**src/rtl/blue_ctrl.sv**
```systemverilog
// Blue character motion controller: key-driven horizontal motion, a three-state
// jump trajectory, animation state, and the scan-to-sprite-ROM address path.
module blue_ctrl #(
  parameter int SPR_W    = 47,
  parameter int SPR_H    = 60,
  parameter int X_INIT   = 40,
  parameter int X_MAX    = 593,
  parameter int Y_GROUND = 400,
  parameter int STEP     = 2,
  parameter int JUMP_V0  = 12,
  parameter int GRAVITY  = 1,
  parameter int V_MAX    = 12
) (
  input  logic        clk,
  input  logic        rst,
  input  logic        frame_tick,
  input  logic        key_left,
  input  logic        key_right,
  input  logic        key_jump,
  input  logic [9:0]  pix_x,
  input  logic [9:0]  pix_y,
  output logic [9:0]  pos_x,
  output logic [9:0]  pos_y,
  output logic [2:0]  blue_state,
  output logic [13:0] blue,
  output logic        blue_in
);

  localparam logic signed [10:0] STEP_S  = 11'(STEP);
  localparam logic signed [10:0] SPR_W_S = 11'(SPR_W);
  localparam logic signed [10:0] SPR_H_S = 11'(SPR_H);

  typedef enum logic [1:0] {GROUND = 2'd0, RISE = 2'd1, FALL = 2'd2} jump_st_e;

  jump_st_e    st_q, st_d;
  logic [4:0]  vy_q, vy_d;
  logic [9:0]  pos_x_q, pos_x_d;
  logic [9:0]  pos_y_q, pos_y_d;
  logic        dir_q, dir_d;
  logic [2:0]  bs_q, bs_d;
  logic [13:0] blue_q, blue_d;
  logic        blue_in_q, blue_in_d;

  logic        rising;
  logic [4:0]  vy_eff;
  logic [10:0] y_sum;
  logic signed [10:0] dx, dy;

  function automatic logic [9:0] step_left(input logic [9:0] x);
    logic signed [10:0] t;
    t = $signed({1'b0, x}) - STEP_S;
    return t[10] ? 10'd0 : t[9:0];
  endfunction

  function automatic logic [9:0] step_right(input logic [9:0] x);
    logic [10:0] t;
    t = {1'b0, x} + 11'(STEP);
    return (t > 11'(X_MAX)) ? 10'(X_MAX) : t[9:0];
  endfunction

  function automatic logic [4:0] fall_speed(input logic [4:0] v);
    logic [5:0] t;
    t = {1'b0, v} + 6'(GRAVITY);
    return (t > 6'(V_MAX)) ? 5'(V_MAX) : t[4:0];
  endfunction

  always_comb begin
    st_d    = st_q;
    vy_d    = vy_q;
    pos_x_d = pos_x_q;
    pos_y_d = pos_y_q;
    dir_d   = dir_q;
    bs_d    = bs_q;
    rising  = 1'b0;
    vy_eff  = vy_q;
    y_sum   = {1'b0, pos_y_q} + {6'd0, vy_q};
    if (frame_tick) begin
      // A launch tick already applies the first upward step.
      case (st_q)
        GROUND: begin
          if (key_jump) begin
            rising = 1'b1;
            vy_eff = 5'(JUMP_V0);
          end
        end
        RISE: rising = 1'b1;
        FALL: begin
          if (y_sum >= 11'(Y_GROUND)) begin
            pos_y_d = 10'(Y_GROUND);
            vy_d    = 5'd0;
            st_d    = GROUND;
          end else begin
            pos_y_d = y_sum[9:0];
            vy_d    = fall_speed(vy_q);
          end
        end
        default: st_d = GROUND;
      endcase
      if (rising) begin
        pos_y_d = pos_y_q - {5'd0, vy_eff};
        if (vy_eff <= 5'(GRAVITY)) begin
          vy_d = 5'd0;
          st_d = FALL;
        end else begin
          vy_d = vy_eff - 5'(GRAVITY);
          st_d = RISE;
        end
      end
      if (key_left && !key_right) begin
        pos_x_d = step_left(pos_x_q);
        dir_d   = 1'b0;
      end else if (key_right && !key_left) begin
        pos_x_d = step_right(pos_x_q);
        dir_d   = 1'b1;
      end
      if (st_d != GROUND)              bs_d = {2'b10, dir_d};
      else if (key_left ^ key_right)   bs_d = {2'b01, dir_d};
      else                             bs_d = {2'b00, dir_d};
    end
  end

  // Scan address path: runs every cycle against the current position registers.
  always_comb begin
    dx        = $signed({1'b0, pix_x}) - $signed({1'b0, pos_x_q});
    dy        = $signed({1'b0, pix_y}) - $signed({1'b0, pos_y_q});
    blue_in_d = !dx[10] && (dx < SPR_W_S) && !dy[10] && (dy < SPR_H_S);
    blue_d    = blue_in_d ? (14'(dy[9:0]) * 14'(SPR_W) + 14'(dx[9:0])) : 14'd0;
  end

  always_ff @(posedge clk) begin
    if (rst) begin
      st_q      <= GROUND;
      vy_q      <= 5'd0;
      pos_x_q   <= 10'(X_INIT);
      pos_y_q   <= 10'(Y_GROUND);
      dir_q     <= 1'b1;
      bs_q      <= 3'b001;
      blue_q    <= 14'd0;
      blue_in_q <= 1'b0;
    end else begin
      st_q      <= st_d;
      vy_q      <= vy_d;
      pos_x_q   <= pos_x_d;
      pos_y_q   <= pos_y_d;
      dir_q     <= dir_d;
      bs_q      <= bs_d;
      blue_q    <= blue_d;
      blue_in_q <= blue_in_d;
    end
  end

  assign pos_x      = pos_x_q;
  assign pos_y      = pos_y_q;
  assign blue_state = bs_q;
  assign blue       = blue_q;
  assign blue_in    = blue_in_q;

endmodule

```
**config.mk**
```make
export PLATFORM = sky130hd
export DESIGN_NAME = blue_ctrl
export DESIGN_NICKNAME = d
export VERILOG_FILES = /design/src/rtl/blue_ctrl.sv
export SDC_FILE = /design/constraint.sdc
export NUM_CORES = 1
export LEC_CHECK = 0
export ABC_AREA = 1
export ABC_CLOCK_PERIOD_IN_PS = 8300
export CORE_MARGIN = 3
export CORE_UTILIZATION = 49
export DETAILED_ROUTE_END_ITERATION = 10
export GPL_TIMING_DRIVEN = 0
export PLACE_DENSITY = 0.71
export SLEW_MARGIN = 20
export SYNTH_ARGS = -nofsm -noshare
export SYNTH_HDL_FRONTEND = slang
export SYNTH_SLANG_ARGS = --single-unit
```
**constraint.sdc**
```tcl
create_clock -name clk -period 8.3 [get_ports clk]
set_input_delay 1.66 -clock clk [delete_from_list [all_inputs] [get_ports clk]]
set_output_delay 1.66 -clock clk [all_outputs]
set_load 0.02 [all_outputs]
```
==> flow_summary.json, run 1 <==
{
  "synth_mux_area_frac": 0,
  "gr-usage-all-layers": 0.216,
  "finalNetCount": 1061,
  "vias": 5371,
  "multi_input_area_um2": 4190,
  "synthAdderAreaFrac": 0.275,
  "cts_tree": "yes",
  "min_period_over_period": 0.839,
  "relSlewSlack": 0.584,
  "start_util": 0.507,
  "finalClockSkew_ns": 0.0150,
  "final.setup.worst_slack_ns": 1.33,
  "synth_xor_area_frac": 0.0641,
  "cts_num_sinks": 45,
  "r2r_start": "pos_y[7]",
  "yosysMostFrequentCell": "inv_1",
  "outcome": "complete, no violations",
  "num_rows": 39,
  "cts_setup_buffers": 0,
  "yosysWarnings": 0,
  "fillCellCount": 1107,
  "synth_edf_count": 0,
  "gp_congestion": 0.957,
  "drtIter0Drc": 343,
  "finalSetupViolCount": 0,
  "yosysTopAreaCellShare": 0.165,
  "synth_compound_area_frac": 0.119,
  "synthTopCellsByCount": "inv_1 (175), nand2_1 (166), ha_1 (77)",
  "register_area_um2": 901,
  "grt_pass1_vias": 5159,
  "routed_wirelength_um": 13600,
  "route.detailed.drc": 0,
  "syn2layout_area_growth_pct": 16.7,
  "hold_end": "blue_state[1]",
  "path_class": "primary input to register",
  "period_needed_ns": 6.97,
  "cts_hold_repair.buffers": 0,
  "hold_viol": 0,
  "cts.repair.resized": 0,
  "synth_cell_type_count": 41,
  "ios": 64,
  "cp-end-kind": "register",
  "ff2ff_setup_slack_ns": 2.65,
  "synth_area_per_cell_um2": 6.82,
  "setup-tns-final_ns": 0,
  "clkTransAtPathRegs_ns": 0.07,
  "die_x_um": 115,
  "rsz0062_at_grt": "false",
  "yosysSeqAreaShare": 0.154,
  "worstRegToRegCells": 22,
  "clockRootBuffer": "clkbuf_16",
  "ant_nets": 0,
  "hold_depth": 2,
  "drive_gt1_frac": 0.0593,
  "dp_slack_ns": 1.02,
  "yosysTopAreaCell": "ha_1",
  "hold_path_class": "register to register",
  "report.final.slew_viol_count": 0,
  "drt_first_pass_iters": 6,
  "htree_levels": 2,
  "synth_ff_type": "dfxtp_1",
  "synthArstFlopShare": 0,
  "hpwl_um": 11100,
  "startpoint_type": "primary input",
  "syn_nets": 991,
  "syn-instance-count": 856,
  "cp.required_ns": 8.48,
  "clock_path_buffers": 2,
  "syn_area_um2": 5840,
  "die_area_um2": 13300,
  "crit_fanout": 6,
  "antenna_cells": 0,
  "worstSkewPairLatency_ns": 0.30,
  "arrival_ns": 7.15,
  "synth_top_family_by_area": "adder cells",
  "postSynthRegisterBits": 45,
  "max_freq_ghz": 0.144,
  "coreArea_um2": 11500,
  "io_buffer_count": 63,
  "cap_violations": 0,
  "holdCritStartpoint": "blue_state[1]",
  "wire_per_inst_um": 12.7,
  "netlist_top_cells_area": "ha_1 (17%), dfxtp_1 (15%), inv_1 (11%), fa_1 (11%), nand2_1 (11%)",
  "grt_pass1_wl_um": 23500,
  "via_per_inst": 5.02,
  "tightest_slew_ns": 0.625,
  "die_h_um": 115,
  "cts_buffers": 5,
  "r2r_end": "blue[12]",
  "grt_max_degree": 15,
  "antenna_found_initial": 0,
  "yosys.area_share.simple": 0.260,
  "grt-ovfl-total": 0
}
-- layout make-up --
cell class | count | area share
flip-flops and latches | 45 | 0.132
multi-input cells | 618 | 0.614
inverters | 178 | 0.0981
clock buffers | 6 | 0.0189
plain buffers | 15 | 0.0119
repair buffers | 63 | 0.0925
well taps | 143 | 0.0263
clock inverters | 2 | 0.00569
-- placed cells by master (no fill, tap or decap), types with 2 or more instances in the layout --
cell and n:
a21oi_1 55, o21bai_1 5, nor2_2 11, o211ai_1 5
clkdlybuf4s50_1 63, nand3b_1 3, o21ai_2 3, o22ai_1 3
dfxtp_1 45, nand2_1 166, a31oi_1 5, nand4_1 17
fa_1 32, xnor2_1 11, nand3_2 2, inv_1 175
nor3_1 7, inv_2 3, clkbuf_1 10, nand2_2 12
ha_1 77, nor2_1 70, clkbuf_16 5, a21o_1 2
a21oi_2 4, nand3_1 47, and2_1 2, xor2_1 28
o21ai_0 36, buf_6 2, buf_2 2, or2_2 4
o21ai_1 2, buf_4 2
-- cell families (layout without fill, tap and decap cells) --
kind of cell               after synthesis  in the layout
AOI/OAI and AO/OA                      123            123
xor gates and xnor gates                41             41
DFF                                     45             45
and+or+nand+nor                        345            345
adders and majority gates              109            109
buffers and inverters                  193            264
-- registers in the layout (all words and copies together), names as in the netlist --
signal and count:
blue_state 3, blue_in 1, blue 14, vy_q 5, pos_x 10, st_q 2
pos_y 10
-- layer usage --
layer,vias up,part of all wire,track usage
li1,2845,-,-
met4,0,0.015,0.0548
met2,130,0.44,0.346
met1,2383,0.49,0.307
met3,13,0.055,0.0305
met5,-,0,0
-- how the worst max path moves through the flow --
stage,startpoint,end,slack [ns],depth (start not counted)
floorplan,pix_y[2],blue[11],1.87,24
global placement,pix_y[2],blue[12],1.04,23
global route,pix_y[2],blue[11],0.86,25
CTS,pix_y[2],blue[11],1.32,25
detailed placement,pix_y[2],blue[11],1.02,25
finish,pix_y[2],blue[11],1.33,25
-- worst max-delay path: stages --
cell and delay, ns:
clkdlybuf4s50_1 0.46, ha_1 0.41, a21oi_2 0.22, o21ai_1 0.09, o21bai_1 0.20, nand2_1 0.08
nand2_1 0.04, a21oi_1 0.14, xor2_1 0.28, inv_1 0.18, fa_1 0.54, inv_1 0.05
fa_1 0.47, fa_1 0.52, fa_1 0.54, inv_1 0.04, ha_1 0.35, nand2_1 0.07
inv_1 0.07, nand3_1 0.08, o21ai_0 0.27, nand2_1 0.08, nand2_1 0.08, xor2_1 0.17
nor2_2 0.05
-- stage by stage --
step	hold WS (ns)	util	std cells	cell area [um^2]
after CTS	0.483	0.592	1070	6810
after floorplan	0.466	-	856	5840
final	0.481	0.592	1070	6810
after detailed placement	0.472	0.577	1062	6650
after global placement	0.459	0.577	1062	6650
after global routing	0.518	0.592	1070	6810
Power of run 1 is not shown: default switching activity piles up to over one toggle a cycle in this logic, so the estimate is an artifact.
==> inputs of run 2 (changes only) <==
--- a/config.mk
+++ b/config.mk
@@ -6,7 +6,7 @@
 export NUM_CORES = 1
 export LEC_CHECK = 0
 export ABC_AREA = 1
-export ABC_CLOCK_PERIOD_IN_PS = 8300
+export ABC_CLOCK_PERIOD_IN_PS = 6700
 export CORE_MARGIN = 3
 export CORE_UTILIZATION = 49
 export DETAILED_ROUTE_END_ITERATION = 10
==> constraint.sdc (replaced) <==
create_clock -name clk -period 6.7 [get_ports clk]
set_input_delay 1.34 -clock clk [delete_from_list [all_inputs] [get_ports clk]]
set_output_delay 1.34 -clock clk [all_outputs]
set_load 0.02 [all_outputs]
==> run 2 against run 1 <==
  * Register-to-register slack worse by 1.6 ns
  * Via count rose by 0.24%
  * Largest cell class unchanged
  * First-iteration DRC count fell by 5.0%
  * Highest routed layer unchanged
  * Cell count is 0.19% higher
  * Flip-flop and latch count unchanged
==> flow_summary.json, run 2 (synthesis results as in run 1) <==
{
  "finalNetCount": 1063,
  "vias": 5384,
  "hold_slack_ns": 0.481,
  "route.detailed.drc": 0,
  "finalClockSkew_ns": 0.0149,
  "grt_pass1_vias": 5159,
  "layout_commonest_cell": "inv_1",
  "cts_buffers": 5,
  "max_freq_ghz": 0.154,
  "largest_register_ffs": 14,
  "finalSetupViolCount": 0,
  "arrival_ns": 6.69,
  "cp-end-kind": "register",
  "die_area_um2": 13300,
  "outcome": "complete, no violations",
  "cp_slowest_cell": "fa_1",
  "cts_tree": "yes",
  "antenna_cells": 0,
  "wire_per_inst_um": 12.8,
  "hold_path_class": "register to register",
  "cts_num_sinks": 45,
  "cts_hold_repair.buffers": 0,
  "tightest_slew_ns": 0.628,
  "startpoint_type": "primary input",
  "worstPathCellList": "clkdlybuf4s50_1, ha_2, a21oi_2, o21ai_1, o21bai_1, nand2_1, nand2_1, a21oi_2, xor2_2, inv_2, fa_1, fa_1, fa_1, inv_1, fa_1, inv_1, ha_1, a21o_1, nand3_1, nand4_1, or2_2, nand4_1, nor2_1",
  "gp_congestion": 0.957,
  "hpwl_um": 11100,
  "grt_max_degree": 15,
  "io_buffer_count": 63,
  "drtIter0Drc": 326,
  "max_stage_delay_ns": 0.56,
  "num_rows": 39,
  "ant_nets": 0,
  "htree_levels": 2,
  "via_per_inst": 5.02,
  "cap_violations": 0,
  "syn2layout_area_growth_pct": 17.7,
  "drive_gt1_frac": 0.0710,
  "coreArea_um2": 11500,
  "crit_path_frequent_cell": "fa_1",
  "clock_path_buffers": 2,
  "fillCellCount": 1110,
  "min_period_over_period": 0.968,
  "cp.required_ns": 6.90,
  "ios": 64,
  "final_cell_mix": "inv_1 (174), nand2_1 (166), ha_1 (75)",
  "clkTransAtPathRegs_ns": 0.08,
  "routed_wirelength_um": 13700,
  "antenna_found_initial": 0,
  "report.final.slew_viol_count": 0,
  "relSlewSlack": 0.581,
  "crit_fanout": 6,
  "worstSkewPairLatency_ns": 0.30,
  "drt_first_pass_iters": 5,
  "die_x_um": 115,
  "start_util": 0.507,
  "die_h_um": 115,
  "period_needed_ns": 6.49,
  "clockRootBuffer": "clkbuf_16",
  "path_class": "primary input to register",
  "hold_viol": 0,
  "grt_pass1_wl_um": 23500,
  "gr-usage-all-layers": 0.216,
  "grt-ovfl-total": 0
}
## run 2: changes by cell type in the layout (fill, tap and decap cells not counted), sizes merged
cell | previous run | this run
buf | 6 | 8
## run 2: worst paths after layout
check                                   start       endpoint  slack [ns]  cells past startpoint
worst max-delay path                 pix_y[2]       blue[12]        0.21                     23
worst min register to register  blue_state[1]  blue_state[1]        0.48                      2
worst min-delay path            blue_state[1]  blue_state[1]        0.48                      2
worst max register to register       pos_y[7]       blue[12]        1.02                     22
## run 2: cell type report
| class | instances | area [um^2] | area share |
|---|---|---|---|
| tap | 143 | 179 | 0.0260 |
| inverter | 178 | 668 | 0.0972 |
| clock buffer | 6 | 129 | 0.0188 |
| clock inverter | 2 | 38.8 | 0.00564 |
| multi-input combinational | 618 | 4230 | 0.616 |
| buffer | 15 | 81.3 | 0.0118 |
| timing repair buffer | 65 | 646 | 0.0939 |
| sequential | 45 | 901 | 0.131 |
## run 2: critical path, delay by kind of cell
family | cells | cell delay (ns)
compound gates | 5 | 0.88
fa+ha+maj | 6 | 2.77
buf+inv | 4 | 0.72
xor+xnor | 1 | 0.21
simple gates | 7 | 0.78
## run 2: through the flow
stage	util	instance area [um^2]	setup slack, ns	instances	TNS (ns)
after CTS	0.592	6810	0.0433	1070	0
after global routing	0.597	6870	-0.00970	1072	-0.0152
after floorplan	-	5840	0.592	856	0
after global placement	0.577	6650	-0.242	1062	-0.757
after detailed placement	0.577	6650	-0.263	1062	-0.838
final	0.597	6870	0.213	1072	0
## run 2: per-layer routing
metal	wire length [um]	part of all wire	vias up	global-route usage
li1	-	-	2846	-
met1	6590	0.48	2381	0.307
met2	6130	0.45	144	0.346
met3	775	0.057	13	0.0305
met4	204	0.015	0	0.0548
met5	0	0	-	0
## run 2: what timing repair did
item | 4_1_cts | 5_1_grt
resized for setup | 0 | 10
setup buffers | 0 | 2
setup endpoints to repair | 0 | 5
Power of run 2 is left out for the same reason.
